## config.mk

```make
export PLATFORM = sky130hd
export DESIGN_NAME = sysctrl_irq_capture
export DESIGN_NICKNAME = d
export VERILOG_FILES = /design/src/rtl/sysctrl_irq_pkg.sv /design/src/rtl/sysctrl_irq_line.sv /design/src/rtl/sysctrl_irq_capture.sv
export SDC_FILE = /design/constraint.sdc
export NUM_CORES = 1
export LEC_CHECK = 0
export ABC_CLOCK_PERIOD_IN_PS = 2300
export BUFFER_PORTS_ARGS = -buffer_cell sky130_fd_sc_hd__buf_2
export CORE_MARGIN = 3
export CORE_UTILIZATION = 25
export DETAILED_ROUTE_END_ITERATION = 12
export GPL_ROUTABILITY_DRIVEN = 0
export PLACE_DENSITY = 0.48
export SLEW_MARGIN = 30
export SYNTH_ARGS = -nofsm -noshare
export SYNTH_HDL_FRONTEND = slang
export SYNTH_HIERARCHICAL = 1
export SYNTH_SLANG_ARGS = --single-unit
```

## constraint.sdc

```tcl
create_clock -name wb_clk_i -period 2.3 [get_ports wb_clk_i]
set_clock_uncertainty 0.05 [all_clocks]
set_input_delay 0.46 -clock wb_clk_i [delete_from_list [all_inputs] [get_ports wb_clk_i]]
set_output_delay 0.46 -clock wb_clk_i [all_outputs]
set_load 0.1 [all_outputs]
```

## src/rtl/sysctrl_irq_pkg.sv

```systemverilog
// -----------------------------------------------------------------------------
// sysctrl_irq_pkg
// Shared definitions for the system-control IRQ capture block: line mode
// encoding, default sizing parameters, and the mapping of CPU IRQ numbers
// to line indices.
// -----------------------------------------------------------------------------
package sysctrl_irq_pkg;

   // Per-line qualification mode as driven on irq_mode_i.
   typedef enum logic {
      IRQ_MODE_EDGE  = 1'b0,   // latch on rising edge of the synchronized pad
      IRQ_MODE_LEVEL = 1'b1    // latch while the synchronized pad is high
   } irq_mode_e;

   // Default sizing.
   localparam int unsigned DEF_NUM_IRQ     = 2;
   localparam int unsigned DEF_SYNC_STAGES = 2;   // legal range 2..4
   localparam int unsigned DEF_CNT_W       = 8;

   // Line index of each CPU interrupt input.
   localparam int unsigned IRQ7_IDX = 0;
   localparam int unsigned IRQ8_IDX = 1;

endpackage : sysctrl_irq_pkg

```

## src/rtl/sysctrl_irq_line.sv

```systemverilog
// -----------------------------------------------------------------------------
// sysctrl_irq_line
// One interrupt line: pad synchronizer, edge/level qualifier, pending flag,
// overrun flag and saturating event counter.
//
// Ports:
//   wb_clk_i   system clock
//   wb_rst_i   synchronous active-high reset
//   en_i       line enable (gates set and count events only)
//   mode_i     0 = rising edge, 1 = level high
//   pin_i      raw asynchronous pad input
//   clr_i      one-cycle clear of pending and overrun
//   cnt_clr_i  one-cycle clear of the event counter
//   irq_o      pending flag
//   ovr_o      overrun flag
//   cnt_o      saturating event counter
// -----------------------------------------------------------------------------
module sysctrl_irq_line
   import sysctrl_irq_pkg::*;
#(
   parameter int unsigned SYNC_STAGES = DEF_SYNC_STAGES,
   parameter int unsigned CNT_W       = DEF_CNT_W
) (
   input  logic             wb_clk_i,
   input  logic             wb_rst_i,
   input  logic             en_i,
   input  logic             mode_i,
   input  logic             pin_i,
   input  logic             clr_i,
   input  logic             cnt_clr_i,
   output logic             irq_o,
   output logic             ovr_o,
   output logic [CNT_W-1:0] cnt_o
);

   localparam logic [CNT_W-1:0] CNT_MAX = '1;
   localparam logic [CNT_W-1:0] CNT_ONE = CNT_W'(1);

   logic [SYNC_STAGES-1:0] sync_q, sync_d;
   logic                   prev_q, prev_d;
   logic                   pend_q, pend_d;
   logic                   ovr_q,  ovr_d;
   logic [CNT_W-1:0]       cnt_q,  cnt_d;

   logic sync;
   logic rise;
   logic edge_mode;
   logic set_evt;
   logic cnt_evt;

   always_comb begin
      // NOTE: every _d gets a default (hold) first so no path leaves it unassigned and no latch is inferred.
      sync_d = {sync_q[SYNC_STAGES-2:0], pin_i};
      prev_d = prev_q;
      pend_d = pend_q;
      ovr_d  = ovr_q;
      cnt_d  = cnt_q;

      // The synchronizer and prev sample free-run independent of the enable,
      // so enabling a line whose pad is already high sees no edge.
      sync      = sync_q[SYNC_STAGES-1];
      prev_d    = sync;
      rise      = sync & ~prev_q;
      edge_mode = (irq_mode_e'(mode_i) == IRQ_MODE_EDGE);

      // Level mode re-asserts set every cycle the line is high, which is what
      // makes a clear ineffective until the pad drops. Only the rising edge
      // is counted in either mode.
      set_evt = en_i & (edge_mode ? rise : sync);
      cnt_evt = en_i & rise;

      // Overrun uses the pending flag before this cycle's update; a clear in
      // the same cycle acknowledges the earlier event, so no overrun.
      if (set_evt && pend_q && !clr_i && edge_mode) begin
         ovr_d = 1'b1;
      end else if (clr_i) begin
         ovr_d = 1'b0;
      end

      // Set wins over clear so an event coinciding with a clear is not lost.
      if (set_evt) begin
         pend_d = 1'b1;
      end else if (clr_i) begin
         pend_d = 1'b0;
      end

      if (cnt_clr_i) begin
         cnt_d = cnt_evt ? CNT_ONE : '0;
      end else if (cnt_evt && (cnt_q != CNT_MAX)) begin
         cnt_d = cnt_q + CNT_ONE;
      end
   end

   // NOTE: state registers use non-blocking assignments so every flop samples pre-edge values.
   always_ff @(posedge wb_clk_i) begin
      if (wb_rst_i) begin
         sync_q <= '0;
         prev_q <= 1'b0;
         pend_q <= 1'b0;
         ovr_q  <= 1'b0;
         cnt_q  <= '0;
      end else begin
         sync_q <= sync_d;
         prev_q <= prev_d;
         pend_q <= pend_d;
         ovr_q  <= ovr_d;
         cnt_q  <= cnt_d;
      end
   end

   assign irq_o = pend_q;
   assign ovr_o = ovr_q;
   assign cnt_o = cnt_q;

endmodule : sysctrl_irq_line

```

## src/rtl/sysctrl_irq_capture.sv

```systemverilog
// -----------------------------------------------------------------------------
// sysctrl_irq_capture
// Captures asynchronous pad interrupts into pending flags for the CPU, gated
// by the IRQ_SRC enables of the system-control register block. Line 0 feeds
// IRQ7, line 1 feeds IRQ8. Lines are fully independent.
//
// Ports:
//   wb_clk_i      system clock (only clock)
//   wb_rst_i      synchronous active-high reset
//   irq_src_en_i  per-line enable from IRQ_SRC
//   irq_mode_i    per-line mode: 0 = rising edge, 1 = level high
//   irq_pin_i     raw asynchronous pad inputs
//   irq_clr_i     per-line clear pulses for pending and overrun
//   cnt_clr_i     per-line clear pulses for the event counters
//   irq_o         pending flags
//   irq_ovr_o     overrun flags
//   irq_cnt_o     flattened counters, line i at [i*CNT_W +: CNT_W]
// -----------------------------------------------------------------------------
module sysctrl_irq_capture
   import sysctrl_irq_pkg::*;
#(
   parameter int unsigned NUM_IRQ     = DEF_NUM_IRQ,
   parameter int unsigned SYNC_STAGES = DEF_SYNC_STAGES,
   parameter int unsigned CNT_W       = DEF_CNT_W
) (
   input  logic                     wb_clk_i,
   input  logic                     wb_rst_i,
   input  logic [NUM_IRQ-1:0]       irq_src_en_i,
   input  logic [NUM_IRQ-1:0]       irq_mode_i,
   input  logic [NUM_IRQ-1:0]       irq_pin_i,
   input  logic [NUM_IRQ-1:0]       irq_clr_i,
   input  logic [NUM_IRQ-1:0]       cnt_clr_i,
   output logic [NUM_IRQ-1:0]       irq_o,
   output logic [NUM_IRQ-1:0]       irq_ovr_o,
   output logic [NUM_IRQ*CNT_W-1:0] irq_cnt_o
);

   for (genvar i = 0; i < NUM_IRQ; i++) begin : g_line
      sysctrl_irq_line #(
         .SYNC_STAGES (SYNC_STAGES),
         .CNT_W       (CNT_W)
      ) u_line (
         .wb_clk_i  (wb_clk_i),
         .wb_rst_i  (wb_rst_i),
         .en_i      (irq_src_en_i[i]),
         .mode_i    (irq_mode_i[i]),
         .pin_i     (irq_pin_i[i]),
         .clr_i     (irq_clr_i[i]),
         .cnt_clr_i (cnt_clr_i[i]),
         .irq_o     (irq_o[i]),
         .ovr_o     (irq_ovr_o[i]),
         .cnt_o     (irq_cnt_o[i*CNT_W +: CNT_W])
      );
   end

endmodule : sysctrl_irq_capture

```

==> results.md <==
- Status: complete, no violations
- WP buf/inv: 0
- Fmax: 568.1 MHz
- Total gr overflow: 0
- CTS H-tree depth: 1
- # diodes: 0
- Design area: 0.001429 mm²
- Largest net degree at the start of global routing: 17
- TritonRoute pass-1 iters: 4
- Delay-heaviest family, CP: simple AND/OR/NAND/NOR gates
- Total track usage: 10.50%
- Worst Tran Pin Value: 491.6 ps
- Skew-Pair Late Insertion Delay: 270 ps
- IO Pins: 32
- Rel. slew slack: 67.45%
- Synth Flop Type: dfxtp_1
- FFs w/ async S/R, synth: 0%
- TritonCTS buffer count: 3
- Max FO, Critical Path: 6
- Routed WL: 2.674 mm
- Yosys cell types: 24
- Full die area: 0.005564 mm²
- MaxCap Viol Count: 0
- Postcts setup bufs: 0
- Hold Path Stages: 2
- Crit Path Category: reg2reg
- Top-count cell post-synth: dfxtp_1
- Min-delay worst type: in2reg
- Synth-to-layout area growth: 21.49%
- # nets final: between 150 and 200
- CTS Hold Bufs: 0
- Port Buffers: 31
- Endpoints failing setup: 0
- Top post-synthesis cells by area: dfxtp_1 44%, a21oi_1 6.0%, a211oi_1 5.1%
- Stages on worst setup path: 5
- Cells on worst reg2reg path: 5
- Yosys reg bits: 26
- Clock Sinks: 26
- Sequential area share after synthesis: 44.26%
- RSZ-0062 raised after global routing: false
- Routed vias/inst: 5.099
- CP Capture Type: register
- First-pass GRT wire length: approximately 4.6 mm
- Yosys top cell by area: dfxtp_1
- Routed Antenna Nets: 0
- Worst Setup Start Kind: register
- R2r setup slk: about 540 ps
- Max VDD drop: 0.2690 mV
- CP Data Required Time: 2460 ps
- EDFF count, synth: 0
- Commonest cells post-synth: 26 x dfxtp_1, 14 x a21oi_1, 14 x nor2_1, 10 x nand2_1, 10 x nand3_1
- Starting density of the core: 26.46%
- Crit-path max cell delay: between 300 and 400 ps
- Minimum clock period: 1760 ps
- Final Slew Violations: 0
- Hold slack: 308.3 ps
- Post-cts repair resize count: 0
- Layout cell share with drive strength beyond 1: 22.81%
- Initial antenna violation count: 0
- Crit path arrival time: 1920 ps
- Core Area: between 0.004 and 0.005 mm²
- Die Ht: 74.59 µm
- Detailed placement HPWL: 2.022 mm
- Final TNS setup: 0 ps
- Cell Chain, Critical Path: ha_1, and4_4, a211o_1, or3_1, a21oi_1
- Post-Route Utilization: between 30 and 40%
- Dpl cell area: 0.001374 mm²
- Power density over cell area: between 500 and 600 mW/mm²
- Top-area cell type share of the netlist area: 44.26%
- Syn_nets: 152
- Vias in the first global route: 1085
- WL per Instance: 11.99 µm
- Floorplan row count: 24
- Slowest cell on crit path: dfxtp_1
- FILL cells: between 400 and 500
- Synthesized cell area: 0.001176 mm²
- Yosys warns: 6
- Maximum buffer depth of the clock tree: 2
- DR vias: 1137
- Clock transition at the registers of the reported paths: roughly 90 ps
- Final Hold Fails: 0
- Die width: 74.59 µm
- Leak: 0.0005749 µW
- Initial DRC Count: 48
- Syn_area_per_cell: 8.523 µm²
- Crit share post-route: 76.53%
- Total Power: 805.7 µW
- Drt drc: 0
- Clock Tree Root: clkbuf_8
- CTS tree: done
- Mapped Cells: 138
==> sequential cells by signal, indices dropped and copies added, names as in the netlist <==
signal	flops
g_line.u_line/cnt_o	16
g_line.u_line/sync_q	4
g_line.u_line/irq_o	2
g_line.u_line/ovr_o	2
g_line.u_line/prev_q	2
==> final timing paths <==
kind	end	start
worst min-delay path	g_line[0].u_line/ovr_o	irq_clr_i[0]
worst max register to register	g_line[0].u_line/cnt_o[5]	g_line[0].u_line/cnt_o[0]
worst min register to register	g_line[1].u_line/sync_q[1]	g_line[1].u_line/sync_q[0]
worst max-delay path	g_line[0].u_line/cnt_o[5]	g_line[0].u_line/cnt_o[0]
==> cell families (layout without fill, tap and decap cells) <==
kind of cell | after synthesis | after routing | share of synthesized area [%]
compound gates | 36 | 36 | 18.51
mux | 2 | 2 | 1.702
simple gates | 62 | 62 | 28.09
fa+ha+maj | 2 | 2 | 2.127
flops | 26 | 26 | 44.26
buf+inv | 8 | 41 | 3.830
xor+xnor | 2 | 2 | 1.490
==> worst register-to-register path, delay by kind of cell, from the launching register on <==
| kind | cells | cell delay [ps] |
|---|---|---|
| AND/OR/NAND/NOR | 2 | 570 |
| AO/OA/AOI/OAI | 2 | 440 |
| flip-flops | 1 | 370 |
| adder cells (fa/ha/maj) | 1 | 270 |
==> layer usage <==
layer | GRT usage, % | wire (µm) | vias up
met5 | 0 | 0 | -
met4 | 2.964 | 40 | 0
met3 | 3.649 | 212 | 4
met2 | 18.24 | 1248 | 36
met1 | 12.19 | 1172 | 536
li1 | - | - | 561
==> stage by stage <==
step | instances | worst slack, ps
global route | 223 | 433.4
global placement | 219 | 619.0
finish | 223 | 539.9
detailed placement | 219 | 586.8
CTS | 223 | 552.2
floorplan | 138 | 139.8
==> cell type report <==
cell class / count / area, µm² / share of cell area, %
clock buffer: 4 / 55.05 / 3.853
sequential: 26 / 520.5 / 36.43
timing repair buffer: 31 / 155.1 / 10.86
tap: 52 / 65.06 / 4.553
multi-input combinational: 104 / 610.6 / 42.73
inverter: 6 / 22.52 / 1.576
==> report_power, final <==
part / internal (µW) / total, µW / switching, µW
Combinational: 16.3 / 49.6 / 33.2
Clock: 153 / 296 / 143
Sequential: 456 / 460 / 4.10
==> cells in the final DEF (no fill, tap or decap), drive strengths merged, types with 4 or more instances in the layout <==
cell type | netlist | layout
buf | 2 | 31
dfxtp | 26 | 26
a21oi | 14 | 14
nor2 | 14 | 14
nand2 | 10 | 10
nand3 | 10 | 10
nor2b | 8 | 8
a211oi | 8 | 8
o21ai | 8 | 8
inv | 6 | 6
clkbuf | 0 | 4
nor3 | 4 | 4
nand3b | 4 | 4
Note: power is estimated with default switching activity, not from simulation.
